$ cat src/rtl/ahb_busmatrix_pkg.sv
// Shared AHB-Lite bus matrix definitions: transfer/burst codes, port select codes
// and the burst-length lookup used by the output-stage arbiters.
package ahb_busmatrix_pkg;

    typedef enum logic [1:0] {
        HTRANS_IDLE   = 2'b00,
        HTRANS_BUSY   = 2'b01,
        HTRANS_NONSEQ = 2'b10,
        HTRANS_SEQ    = 2'b11
    } htrans_t;

    typedef enum logic [2:0] {
        HBURST_SINGLE = 3'b000,
        HBURST_INCR   = 3'b001,
        HBURST_WRAP4  = 3'b010,
        HBURST_INCR4  = 3'b011,
        HBURST_WRAP8  = 3'b100,
        HBURST_INCR8  = 3'b101,
        HBURST_WRAP16 = 3'b110,
        HBURST_INCR16 = 3'b111
    } hburst_t;

    typedef enum logic [1:0] {
        PSEL_NONE  = 2'b00,
        PSEL_DCODE = 2'b01,
        PSEL_ICODE = 2'b10,
        PSEL_SYS   = 2'b11
    } psel_t;

    localparam int BEAT_CNT_W = 4;

    // Remaining beats after the NONSEQ; undefined-length bursts are never locked.
    function automatic logic [BEAT_CNT_W-1:0] burst_beats_m1(input logic [2:0] hburst);
        logic [BEAT_CNT_W-1:0] beats;
        case (hburst)
            HBURST_WRAP4,  HBURST_INCR4:  beats = 4'd3;
            HBURST_WRAP8,  HBURST_INCR8:  beats = 4'd7;
            HBURST_WRAP16, HBURST_INCR16: beats = 4'd15;
            default:                      beats = 4'd0;
        endcase
        return beats;
    endfunction

endpackage

$ cat src/rtl/ahblite_burst_tracker.sv
// Beat counter and burst lock flag for an AHB-Lite output stage; shared by the
// SRAM, ROM and peripheral arbiters.
module ahblite_burst_tracker
    import ahb_busmatrix_pkg::*;
(
    input  logic       HCLK,
    input  logic       HRESETn,
    input  logic       hready,
    input  logic       hsel,
    input  logic [1:0] htrans,
    input  logic [2:0] hburst,
    input  logic       owner_valid,
    output logic       lock
);

    logic [BEAT_CNT_W-1:0] beat_cnt;
    logic [BEAT_CNT_W-1:0] beat_cnt_nxt;

    always_comb begin
        beat_cnt_nxt = beat_cnt;
        if (owner_valid && hsel && hready) begin
            case (htrans)
                HTRANS_NONSEQ: beat_cnt_nxt = burst_beats_m1(hburst);
                HTRANS_SEQ:    beat_cnt_nxt = (beat_cnt == '0) ? '0 : beat_cnt - 1'b1;
                HTRANS_IDLE:   beat_cnt_nxt = '0;
                default:       beat_cnt_nxt = beat_cnt;
            endcase
        end
    end

    // Lock looks at the post-update count so the NONSEQ beat itself already holds the owner.
    assign lock = (beat_cnt_nxt != '0);

    always_ff @(posedge HCLK or negedge HRESETn) begin
        if (!HRESETn)
            beat_cnt <= '0;
        else
            beat_cnt <= beat_cnt_nxt;
    end

endmodule

$ cat src/rtl/ahblite_busmatrix_arbiter_sram.sv
// Registered arbiter for the shared SRAM output stage (DCODE/ICODE/SYSTEM).
// Fixed priority DCODE > SYS > ICODE by default; ARB_SRAM_ROUND_ROBIN_EN selects round-robin.
module ahblite_busmatrix_arbiter_sram
    import ahb_busmatrix_pkg::*;
#(
    parameter int NUM_PORTS = 3
) (
    input  logic                               HCLK,
    input  logic                               HRESETn,
    input  logic                               REQ_DCODE,
    input  logic                               REQ_ICODE,
    input  logic                               REQ_SYS,
    input  logic                               HREADY_OS,
    input  logic                               HSEL_OS,
    input  logic [1:0]                         HTRANS_OS,
    input  logic [2:0]                         HBURST_OS,
    output logic [$clog2(NUM_PORTS+1)-1:0]     PORT_SEL,
    output logic                               PORT_NOSEL
);

    logic  lock;
    logic  arb_ok;
    logic  any_req;
    psel_t winner;

    ahblite_burst_tracker u_burst_tracker (
        .HCLK        (HCLK),
        .HRESETn     (HRESETn),
        .hready      (HREADY_OS),
        .hsel        (HSEL_OS),
        .htrans      (HTRANS_OS),
        .hburst      (HBURST_OS),
        .owner_valid (!PORT_NOSEL),
        .lock        (lock)
    );

    assign arb_ok  = HREADY_OS && !lock && (HTRANS_OS != HTRANS_BUSY);
    assign any_req = REQ_DCODE || REQ_ICODE || REQ_SYS;

`ifdef ARB_SRAM_ROUND_ROBIN_EN
    psel_t last_owner;

    always_comb begin
        winner = PSEL_NONE;
        case (last_owner)
            PSEL_DCODE: begin
                if      (REQ_ICODE) winner = PSEL_ICODE;
                else if (REQ_SYS)   winner = PSEL_SYS;
                else if (REQ_DCODE) winner = PSEL_DCODE;
            end
            PSEL_ICODE: begin
                if      (REQ_SYS)   winner = PSEL_SYS;
                else if (REQ_DCODE) winner = PSEL_DCODE;
                else if (REQ_ICODE) winner = PSEL_ICODE;
            end
            default: begin
                if      (REQ_DCODE) winner = PSEL_DCODE;
                else if (REQ_ICODE) winner = PSEL_ICODE;
                else if (REQ_SYS)   winner = PSEL_SYS;
            end
        endcase
    end

    always_ff @(posedge HCLK or negedge HRESETn) begin
        if (!HRESETn)
            last_owner <= PSEL_SYS;
        else if (arb_ok && any_req)
            last_owner <= winner;
    end
`else
    always_comb begin
        winner = PSEL_NONE;
        if      (REQ_DCODE) winner = PSEL_DCODE;
        else if (REQ_SYS)   winner = PSEL_SYS;
        else if (REQ_ICODE) winner = PSEL_ICODE;
    end
`endif

    always_ff @(posedge HCLK or negedge HRESETn) begin
        if (!HRESETn) begin
            PORT_SEL   <= PSEL_NONE;
            PORT_NOSEL <= 1'b1;
        end else if (arb_ok) begin
            if (any_req) begin
                PORT_SEL   <= winner;
                PORT_NOSEL <= 1'b0;
            end else begin
                PORT_NOSEL <= 1'b1;
            end
        end
    end

endmodule

$ cat config.mk
export PLATFORM = sky130hd
export DESIGN_NAME = ahblite_busmatrix_arbiter_sram
export DESIGN_NICKNAME = d
export VERILOG_FILES = /design/src/rtl/ahb_busmatrix_pkg.sv /design/src/rtl/ahblite_burst_tracker.sv /design/src/rtl/ahblite_busmatrix_arbiter_sram.sv
export SDC_FILE = /design/constraint.sdc
export NUM_CORES = 1
export LEC_CHECK = 0
export CORE_AREA = 5 5 42 44
export DETAILED_ROUTE_END_ITERATION = 8
export DIE_AREA = 0 0 47 49
export HOLD_SLACK_MARGIN = 0.15
export PLACE_DENSITY = 0.7
export SLEW_MARGIN = 10
export SYNTH_ARGS = -nofsm -noshare
export SYNTH_HDL_FRONTEND = slang
export SYNTH_SLANG_ARGS = --single-unit
export TNS_END_PERCENT = 30
$ cat constraint.sdc
create_clock -name HCLK -period 2.7 [get_ports HCLK]
set_input_delay 0.405 -clock HCLK [delete_from_list [all_inputs] [get_ports HCLK]]
set_output_delay 0.405 -clock HCLK [all_outputs]
set_load 0.02 [all_outputs]
==> reports/qor.yml, run 1 <==
clk_latency_ns: 0.25
dr.pass1.iters: 4
max_slew_margin_pct: 76.22
hold_buffers: 0
cts-htree-levels: 1
outcome: "finished, final reports clean"
synth_area_um2: 535.5
rr_startpoint: "u_burst_tracker.beat_cnt[0]$_DFF_PN0_"
rrSetupSlack_ns: 0.73
timing.final.crit_share_pct: 77.63
crit_chain: "clkdlybuf4s50_1, and3b_1, nand2_1, a22oi_1, nand4_1, mux2_1"
synth.area.top_cells: "dfrtp_1, dfstp_2, ha_1"
p_int_mw: 0.3648
tightest_slew_ns: 0.3477
holdWs_ns: 0.4194
yosysTopAreaCell: "dfrtp_1"
vias: 459
power.density_nw_per_um2: 856.7
netlist_instances: 53
setup_viol: 0
slowest_stage: "clkdlybuf4s50_1"
multi_input_area_um2: 325.3
path_clk_slew_ns: 0.05
slowest_delay_ns: 0.49
holdCritPathClass: "input pin to async pin"
final_area_um2: 701.9
syn_to_final_growth_pct: 31.07
routedWlPerCell_um: 12.26
synth-seq-cells: 7
io_buffer_count: 13
grt_pass1_wl_um: 1766
grt-ovfl-total: 0
placed_cell_area_um2: 674.4
fin_skew_ns: 0.003876
ios: 15
maxCapViolCount: 0
nNetsFinal: 84
start_kind: "input pin"
worstPathArrival_ns: 2.27
drtIter0Drc: 10
ys_seq_area_share_pct: 32.94
synth.top_cell.area_share_pct: 28.04
worst_r2r_endpoint: "PORT_NOSEL$_DFFE_PN1P_"
initial_core_util_pct: 38.21
hold_violations: 0
max-vdd-ir-drop_v: 0.0004523
ys_async_sr_fraction_pct: 100.0
fin_util_pct: 50.09
dieArea_um2: 2303
die_y_um: 49
avgSynthCellArea_um2: 10.10
drtAntennaViolNets: 0
drc: 0
worstPathMaxFanout: 9
diodes: 0
fin_tns_setup_ns: 0
required_ns: 2.87
die_width_um: 47
cts_buffer_depth: 2
cts_buffers: 3
hpwl_um: 838.6
power.share.clock_pct: 15.4
timing.final.crit_period_ns: 2.096
rows: 14
max_freq_mhz: 477.1
p_switching_mw: 0.2366
grt_pass1_vias: 461
fill_cells: 146
combinationalPowerShare_pct: 52.2
synth_warnings: 0
coreArea_um2: 1401
gp_congestion: 0.8527
cpLargestDelayFamily: "simple AND/OR/NAND/NOR gates"
antenna_found_initial: 0
synth_nets: 67
routed_wl_um: 1042
layout.area.seq_um2: 176.4
cts_resized: 0
sequentialPowerShare_pct: 32.4
avgViaCountPerCell: 5.400
path_buf_inv: 1
drive_gt1_share_pct: 18.84
cts_setup_buffers: 0
rsz0062_at_grt: "no"
critPathKind: "input pin to flop"
cts_root_buf: "clkbuf_4"
synth-edff-count: 0
end_kind: "flop"
cts_tree: "done"
ff2ff_path_depth: 7
p_sw_share_pct: 39.34
grt_start_max_net_pins: 10
synth-main-ff-cell: "dfrtp_1"
grt_usage_pct: 10.43
yosysUniqueCellTypes: 33
leakage_nw: 0.3082
numClockSinks: 7
slew_viol_final: 0
[power by group through the flow]
stage               Sequential, mW  Clock, mW  Combinational [mW]
detailed placement           0.195          0               0.317
global placement             0.196          0               0.317
floorplan                    0.215          0               0.199
finish                       0.195     0.0926               0.314
global route                 0.206      0.109               0.347
CTS                          0.194     0.0995               0.319
[per-layer routing]
metal	routed length, um	vias up	GRT usage [%]
met1	488	205	14.38
li1	-	235	-
met5	0	-	0
met4	0	0	5.530
met2	471	19	14.48
met3	82	0	2.583
[worst register-to-register path: stages (launching register included)]
cell	delay, ns
dfrtp_1	0.40
inv_1	0.09
ha_1	0.18
nor3b_1	0.26
o32ai_1	0.11
a22oi_1	0.28
nand4_1	0.21
mux2_1	0.36
[flip-flops by register name (all words and copies together) (netlist names)]
name and cells:
u_burst_tracker.beat_cnt 4, PORT_SEL 2, PORT_NOSEL 1
[how the worst max path moves through the flow]
stage / depth (start not counted) / from / endpoint
3_3_place_gp: 6 / HREADY_OS / PORT_NOSEL$_DFFE_PN1P_
3_5_place_dp: 6 / HREADY_OS / PORT_NOSEL$_DFFE_PN1P_
2_1_floorplan: 8 / u_burst_tracker.beat_cnt[0]$_DFF_PN0_ / PORT_SEL[0]$_DFFE_PN0P_
5_1_grt: 6 / HREADY_OS / PORT_NOSEL$_DFFE_PN1P_
4_1_cts: 6 / HREADY_OS / PORT_NOSEL$_DFFE_PN1P_
6_report: 6 / HREADY_OS / PORT_NOSEL$_DFFE_PN1P_
[kinds of logic (layout without fill, tap and decap cells)]
| group | after synthesis | after routing | synth area share (%) |
|---|---|---|---|
| buffers and inverters | 7 | 23 | 6.308 |
| adders and majority gates | 2 | 2 | 4.672 |
| AOI/OAI and AO/OA | 18 | 18 | 33.18 |
| and+or+nand+nor | 18 | 18 | 20.80 |
| DFF | 7 | 7 | 32.94 |
| muxes | 1 | 1 | 2.103 |
[cells in the final DEF (no fill, tap or decap), types with 2 or more instances in the layout]
master	instances
nand2_1	3
clkdlybuf4s50_1	13
nor2_1	3
dfrtp_1	6
nor3_1	2
clkbuf_4	3
a22oi_1	3
ha_1	2
and3b_1	2
o32ai_1	2
inv_1	6
[synth_stat cells, drive strengths merged, types with 2 or more instances]
cell / number
nor3: 2
nand2: 3
nor2: 3
a22oi: 3
dfrtp: 6
o32ai: 2
and3b: 2
ha: 2
inv: 6
[final cells by class]
class	instances	area share, %
Clock buffer	3	3.209
Clock inverter	1	0.7130
Inverter	6	3.209
Multi-Input combinational cell	39	46.35
Sequential cell	7	25.13
Tap cell	16	2.852
Timing Repair Buffer	13	18.54
[stage by stage]
stage / instances / power (mW) / setup slack, ns
floorplan: 53 / 0.4149 / 0.9032
global placement: 81 / 0.5128 / 0.3390
detailed placement: 81 / 0.5117 / 0.3559
CTS: 85 / 0.6124 / 0.6110
global route: 85 / 0.6612 / 0.4578
finish: 85 / 0.6014 / 0.6039
No activity file was read; power rests on OpenSTA's default activity.
==> run 2: changes to the inputs <==
--- a/config.mk
+++ b/config.mk
@@ -5,11 +5,11 @@
 export SDC_FILE = /design/constraint.sdc
 export NUM_CORES = 1
 export LEC_CHECK = 0
-export CORE_AREA = 5 5 42 44
+export CORE_MARGIN = 5
+export CORE_UTILIZATION = 40
 export DETAILED_ROUTE_END_ITERATION = 8
-export DIE_AREA = 0 0 47 49
 export HOLD_SLACK_MARGIN = 0.15
-export PLACE_DENSITY = 0.7
+export PLACE_DENSITY = 0.72
 export SLEW_MARGIN = 10
 export SYNTH_ARGS = -nofsm -noshare
 export SYNTH_HDL_FRONTEND = slang
==> constraint.sdc (replaced) <==
create_clock -name HCLK -period 1.7 [get_ports HCLK]
set_input_delay 0.255 -clock HCLK [delete_from_list [all_inputs] [get_ports HCLK]]
set_output_delay 0.255 -clock HCLK [all_outputs]
set_load 0.02 [all_outputs]
==> reports/qor.yml, run 2 (same netlist as run 1, synthesis figures left out) <==
coreArea_um2: 1285  # was 1401 um^2
final_cell_mix: "clkdlybuf4s50_1, buf_4, dfrtp_1"  # was clkdlybuf4s50_1, dfrtp_1, inv_1
met3_usage_pct: 3.516  # was 2.583%
required_ns: 1.88  # was 2.87 ns
timing.final.crit_period_ns: 1.815
hold_violations: 0  # unchanged
final_common_cell: "clkdlybuf4s50_1"  # unchanged
dieArea_um2: 2171  # was 2303 um^2
routedWlPerCell_um: 13.88  # was 12.26 um
slowest_stage: "clkdlybuf4s50_1"  # unchanged
gp_congestion: 0.7714  # was 0.8527
routed_wl_um: 1319  # was 1042 um
tightest_slew_ns: 0.3211  # was 0.3477 ns
placedCellCount: 90  # was 81
leakage_nw: 0.3829  # was 0.3082 nW
max_freq_mhz: 551.0
grt_usage_pct: 14.61  # was 10.43%
cts-htree-levels: 1  # unchanged
combinationalPowerShare_pct: 61.1  # was 52.2%
crit_chain: "clkdlybuf4s50_1, buf_4, nor4bb_2, a22oi_1, a2bb2oi_2, nand4_1, mux2_4"  # was clkdlybuf4s50_1, and3b_1, nand2_1, a22oi_1, nand4_1, mux2_1
antenna_found_initial: 0  # unchanged
rows: 13  # was 14
initial_core_util_pct: 41.67  # was 38.21%
holdWs_ns: 0.2561  # was 0.4194 ns
largestRegisters: "u_burst_tracker.beat_cnt x4, PORT_SEL x2, PORT_NOSEL x1"  # unchanged
sequentialPowerShare_pct: 26.2  # was 32.4%
p_int_mw: 0.7297  # was 0.3648 mW
die_y_um: 46.59  # was 49 um
avgViaCountPerCell: 5.453  # was 5.400
grt_util_met1_pct: 14.02  # was 14.38%
slew_viol_final: 0  # unchanged
power.share.clock_pct: 12.8  # was 15.4%
power.density_nw_per_um2: 1410  # was 856.7 nW/um^2
clk_latency_ns: 0.26  # was 0.25 ns
vias: 518  # was 459
instances_no_fill: 95  # was 85
cts_buffer_depth: 2  # unchanged
nNetsFinal: 95  # was 84
top_register: "u_burst_tracker.beat_cnt"  # unchanged
holdCritPathClass: "input pin to async pin"  # unchanged
numClockSinks: 7  # unchanged
cts_tree: "done"  # unchanged
placed_cell_area_um2: 764.5  # was 674.4 um^2
fin_tns_setup_ns: -0.2352  # was 0 ns
p_sw_share_pct: 39.52  # was 39.34%
top_usage_layer: "met2"  # unchanged
ios: 15  # unchanged
die_width_um: 46.59  # was 47 um
drive_gt1_share_pct: 47.50  # was 18.84%
cts_buffers: 3  # unchanged
critPathKind: "input pin to flop"  # unchanged
rsz0062_at_grt: "yes"  # was no
cts_root_buf: "clkbuf_4"  # unchanged
path_clk_slew_ns: 0.06  # was 0.05 ns
fin_skew_ns: 0.005620  # was 0.003876 ns
hpwl_um: 976.2  # was 838.6 um
slowest_delay_ns: 0.47  # was 0.49 ns
hold_buffers: 0  # unchanged
grt_pass1_wl_um: 2187  # was 1766 um
maxCapViolCount: 0  # unchanged
grt-ovfl-total: 0  # unchanged
diodes: 0  # unchanged
violations: "setup timing"
max-vdd-ir-drop_v: 0.0009980  # was 0.0004523 V
start_kind: "input pin"  # unchanged
grtUsageMet2_pct: 26.92  # was 14.48%
timing.final.crit_share_pct: 106.8
syn_to_final_growth_pct: 59.81  # was 31.07%
drc: 0  # unchanged
setup_viol: 3  # was 0
io_buffer_count: 13  # unchanged
drtAntennaViolNets: 0  # unchanged
max_slew_margin_pct: 78.53  # was 76.22%
dr.pass1.iters: 4  # unchanged
worstPathMaxFanout: 5  # was 9
end_kind: "flop"  # unchanged
p_switching_mw: 0.4768  # was 0.2366 mW
grt_start_max_net_pins: 8  # was 10
outcome: "finished, violations left"  # was finished, final reports clean
final_area_um2: 855.8  # was 701.9 um^2
worstPathArrival_ns: 1.99  # was 2.27 ns
worst_slack_ns: -0.1148  # was 0.6039 ns
drtIter0Drc: 2  # was 10
largest_reg_flops: 4  # unchanged
grt_pass1_vias: 580  # was 461
run 2: cell types whose count changed in the layout (fill, tap and decap cells not counted), moves of 2 or more:
cell,before,now
a22oi_1,3,1
buf_4,0,11
o32ai_2,0,2
o32ai_1,2,0
inv_1,6,4
inv_2,0,2
a22oi_2,0,2
run 2: layout make-up:
class                   instances  area (um^2)
inverters                       6        22.52
clock buffers                   3        22.52
repair buffers                 24        211.5
well taps                      15        18.77
clock inverters                 1        5.005
multi-input cells              39        399.1
flip-flops and latches          7        176.4
fillers                       111        429.2
run 2: power by group through the flow:
stage	sequential (mW)	combinational (mW)	clock, mW
3_3_place_gp	0.303	0.612	0
4_1_cts	0.317	0.723	0.159
3_5_place_dp	0.305	0.621	0
6_report	0.316	0.737	0.154
5_1_grt	0.331	0.796	0.171
2_1_floorplan	0.347	0.334	0
run 2: metal layers:
metal,share of wire (%),wire [um]
met5,0,0
met3,6.1,80
met4,1.7,22
met1,42,555
met2,50,661
run 2: path summary, 6_finish.rpt:
kind | slack (ns) | endpoint | from | depth (start not counted)
worst min-delay path | 0.26 | PORT_SEL[1]$_DFFE_PN0P_ | HRESETn | 1
min in group HCLK | 0.53 | PORT_SEL[0]$_DFFE_PN0P_ | PORT_SEL[0]$_DFFE_PN0P_ | 2
worst max-delay path | -0.11 | PORT_NOSEL$_DFFE_PN1P_ | HTRANS_OS[0] | 7
worst min register to register | 0.53 | PORT_SEL[0]$_DFFE_PN0P_ | PORT_SEL[0]$_DFFE_PN0P_ | 2
max in group asynchronous | 1.15 | PORT_NOSEL$_DFFE_PN1P_ | HRESETn | 1
worst max register to register | -0.09 | PORT_SEL[0]$_DFFE_PN0P_ | u_burst_tracker.beat_cnt[1]$_DFF_PN0_ | 8
run 2: critical path, delay by kind of cell:
family,cells,cell delay (ns)
compound gates,2,0.39
buf+inv,2,0.64
simple gates,2,0.37
mux,1,0.34
run 2: what timing repair did:
item	CTS	global route
pin swaps	6	1
endpoints found under the setup margin	4	3
gates resized for setup	13	1
setup buffers	1	0
run 2: stage by stage:
step / utilization, % / power (mW) / setup slack, ns
floorplan: - / 0.6815 / -0.005153
global placement: 59.49 / 0.9150 / -0.3457
detailed placement: 59.49 / 0.9268 / -0.3619
CTS: 66.02 / 1.198 / -0.07952
global route: 66.60 / 1.297 / -0.2134
finish: 66.60 / 1.206 / -0.1148
==> run 3: changes to the inputs <==
--- a/config.mk
+++ b/config.mk
@@ -13,5 +13,6 @@
 export SLEW_MARGIN = 10
 export SYNTH_ARGS = -nofsm -noshare
 export SYNTH_HDL_FRONTEND = slang
+export SYNTH_HIERARCHICAL = 1
 export SYNTH_SLANG_ARGS = --single-unit
 export TNS_END_PERCENT = 30
==> reports/qor.yml, run 3 <==
hold_violations: 0  # unchanged
coreArea_um2: 1285  # unchanged
top_usage_layer: "met2"  # unchanged
syn_to_final_growth_pct: 72.79  # was 59.81%
dieArea_um2: 2179  # was 2171 um^2
synth.area.top_cells: "dfrtp_1, inv_1, dfstp_2"  # was dfrtp_1, dfstp_2, ha_1
outcome: "finished, violations left"  # unchanged
critPathKind: "flop to flop"  # was input pin to flop
holdCritPathClass: "input pin to async pin"  # unchanged
cts_root_buf: "clkbuf_4"  # unchanged
drive_gt1_share_pct: 49.46  # was 47.50%
worstPathMaxFanout: 3  # was 5
leakage_nw: 0.4284  # was 0.3829 nW
drtAntennaViolNets: 0  # unchanged
worstPathArrival_ns: 2.23  # was 1.99 ns
final_cell_mix: "buf_4, clkdlybuf4s50_1, inv_1"  # was clkdlybuf4s50_1, buf_4, dfrtp_1
largestRegisters: "u_burst_tracker/beat_cnt x4, PORT_SEL x2, PORT_NOSEL x1"  # was u_burst_tracker.beat_cnt x4, PORT_SEL x2, PORT_NOSEL x1
synth_common_cells: "inv_1, dfrtp_1, nand2_1, nor2_1"  # was dfrtp_1, inv_1, a22oi_1, nand2_1, nor2_1
numClockSinks: 7  # unchanged
final_common_cell: "buf_4"  # was clkdlybuf4s50_1
initial_core_util_pct: 41.87  # was 41.67%
die_y_um: 46.68  # was 46.59 um
slew_viol_final: 0  # unchanged
largest_reg_flops: 4  # unchanged
max-vdd-ir-drop_v: 0.0008523  # was 0.0009980 V
yosysMostFrequentCell: "inv_1"
rrSetupSlack_ns: -0.35  # was -0.09 ns
cts_buffer_depth: 2  # unchanged
vias: 545  # was 518
dr.pass1.iters: 4  # unchanged
synth-seq-cells: 7  # unchanged
ys_async_sr_fraction_pct: 100.0  # unchanged
rows: 13  # unchanged
grt_pass1_vias: 560  # was 580
clk_latency_ns: 0.25  # was 0.26 ns
routedWlPerCell_um: 15.01  # was 13.88 um
path_clk_slew_ns: 0.05  # was 0.06 ns
yosysTopAreaCell: "dfrtp_1"  # unchanged
fin_total_pwr_mw: 1.437  # was 1.206 mW
cts_buffers: 3  # unchanged
yosysUniqueCellTypes: 32  # was 33
grt_util_met1_pct: 19.81  # was 14.02%
drtIter0Drc: 11  # was 2
timing.final.crit_share_pct: 120.5  # was 106.8%
met3_usage_pct: 5.078  # was 3.516%
timing.final.crit_period_ns: 2.048  # was 1.815 ns
routed_wl_um: 1621  # was 1319 um
maxCapViolCount: 0  # unchanged
worst_slack_ns: -0.3481  # was -0.1148 ns
synth.top_cell.area_share_pct: 27.91  # was 28.04%
top_register: "u_burst_tracker/beat_cnt"  # was u_burst_tracker.beat_cnt
max_slew_margin_pct: 77.50  # was 78.53%
diodes: 0  # unchanged
fin_skew_ns: 0.005733  # was 0.005620 ns
rsz0062_at_grt: "yes"  # unchanged
io_buffer_count: 13  # unchanged
power.density_nw_per_um2: 1546  # was 1410 nW/um^2
violations: "setup timing"  # unchanged
start_kind: "flop"  # was input pin
grt_pass1_wl_um: 2546  # was 2187 um
cts_tree: "done"  # unchanged
hold_buffers: 0  # unchanged
grt_usage_pct: 16.75  # was 14.61%
ios: 15  # unchanged
grtUsageMet2_pct: 29.67  # was 26.92%
gp_congestion: 0.7634  # was 0.7714
die_width_um: 46.68  # was 46.59 um
grt_start_max_net_pins: 8  # unchanged
drc: 0  # unchanged
avgSynthCellArea_um2: 9.782  # was 10.10 um^2
synth_warnings: 6  # was 0
synth-edff-count: 0  # unchanged
synth_area_um2: 538.0  # was 535.5 um^2
antenna_found_initial: 0  # unchanged
cts-htree-levels: 1  # unchanged
hpwl_um: 1149  # was 976.2 um
netlist_instances: 55  # was 53
avgViaCountPerCell: 5.046  # was 5.453
grt-ovfl-total: 0  # unchanged
required_ns: 1.88  # about the same
ys_seq_area_share_pct: 32.79  # was 32.94%
fin_tns_setup_ns: -0.9824  # was -0.2352 ns
end_kind: "flop"  # unchanged
setup_viol: 3  # unchanged
synth-main-ff-cell: "dfrtp_1"  # unchanged
nNetsFinal: 108  # was 95
synth_nets: 69  # was 67
fin_util_pct: 72.35  # was 66.60%
tightest_slew_ns: 0.3365  # was 0.3211 ns
max_freq_mhz: 488.3  # was 551.0 MHz
fill_cells: 89  # was 111
holdWs_ns: 0.2564  # was 0.2561 ns
run 3: cell count changes after synthesis, moves of 2 or more:
cell / change
inv_1: +3
o2bb2ai_1: +2
a22oi_1: -2
a21oi_1: +2
run 3: metal layers:
layer,routed length (um),vias up,share of wire [%]
met1,704,256,43
met4,0,0,0
met5,0,-,0
met3,66,0,4.1
li1,-,281,-
met2,851,8,52
run 3: path summary, 6_finish.rpt:
path / cells past startpoint / endpoint / startpoint
min in group HCLK: 2 / PORT_SEL[0]$_DFFE_PN0P_ / PORT_SEL[0]$_DFFE_PN0P_
worst min register to register: 2 / PORT_SEL[0]$_DFFE_PN0P_ / PORT_SEL[0]$_DFFE_PN0P_
max in group asynchronous: 1 / PORT_NOSEL$_DFFE_PN1P_ / HRESETn
worst max register to register: 9 / PORT_NOSEL$_DFFE_PN1P_ / u_burst_tracker/beat_cnt[0]$_DFF_PN0_
worst min-delay path: 1 / u_burst_tracker/beat_cnt[3]$_DFF_PN0_ / HRESETn
worst max-delay path: 9 / PORT_NOSEL$_DFFE_PN1P_ / u_burst_tracker/beat_cnt[0]$_DFF_PN0_
run 3: area by class of cell:
class	count	area [um^2]	share of cell area, %
multi-input combinational	38	376.6	40.51
clock buffer	4	26.28	2.826
tap	15	18.77	2.019
timing repair buffer	35	297.8	32.03
sequential	7	176.4	18.98
inverter	9	33.78	3.634
run 3: cells by family after synthesis:
kind of cell	share of synthesized area (%)
buf+inv	8.371
flops	32.79
simple gates	30.93
fa+ha+maj	4.650
compound gates	20.47
mux	2.790
run 3: through the flow:
| step | worst slack (ns) | instances | area, um^2 |
|---|---|---|---|
| CTS | -0.3766 | 105 | 888.4 |
| floorplan | -0.3122 | 55 | 548.0 |
| global route | -0.4204 | 108 | 929.6 |
| global placement | -0.5506 | 96 | 790.8 |
| detailed placement | -0.6062 | 96 | 790.8 |
| finish | -0.3481 | 108 | 929.6 |
run 3: where the power goes:
group,switching [mW],internal [mW]
clock network,0.0596,0.0894
registers,0.0629,0.250
logic,0.407,0.568
run 3: what timing repair did:
item,in CTS,in global routing
setup buffers,5,3
pin swaps,6,6
setup endpoints to repair,4,3
resized for setup,9,4
run 3: worst max-delay path, cell delays in order, from the launching register on:
cell and delay [ns]:
dfrtp_1 0.38, inv_2 0.10, ha_4 0.14, and3b_1 0.17, o211ai_1 0.20, o211ai_2 0.14, nand4b_1 0.20, buf_6 0.15
nor3b_4 0.20, mux2_4 0.31
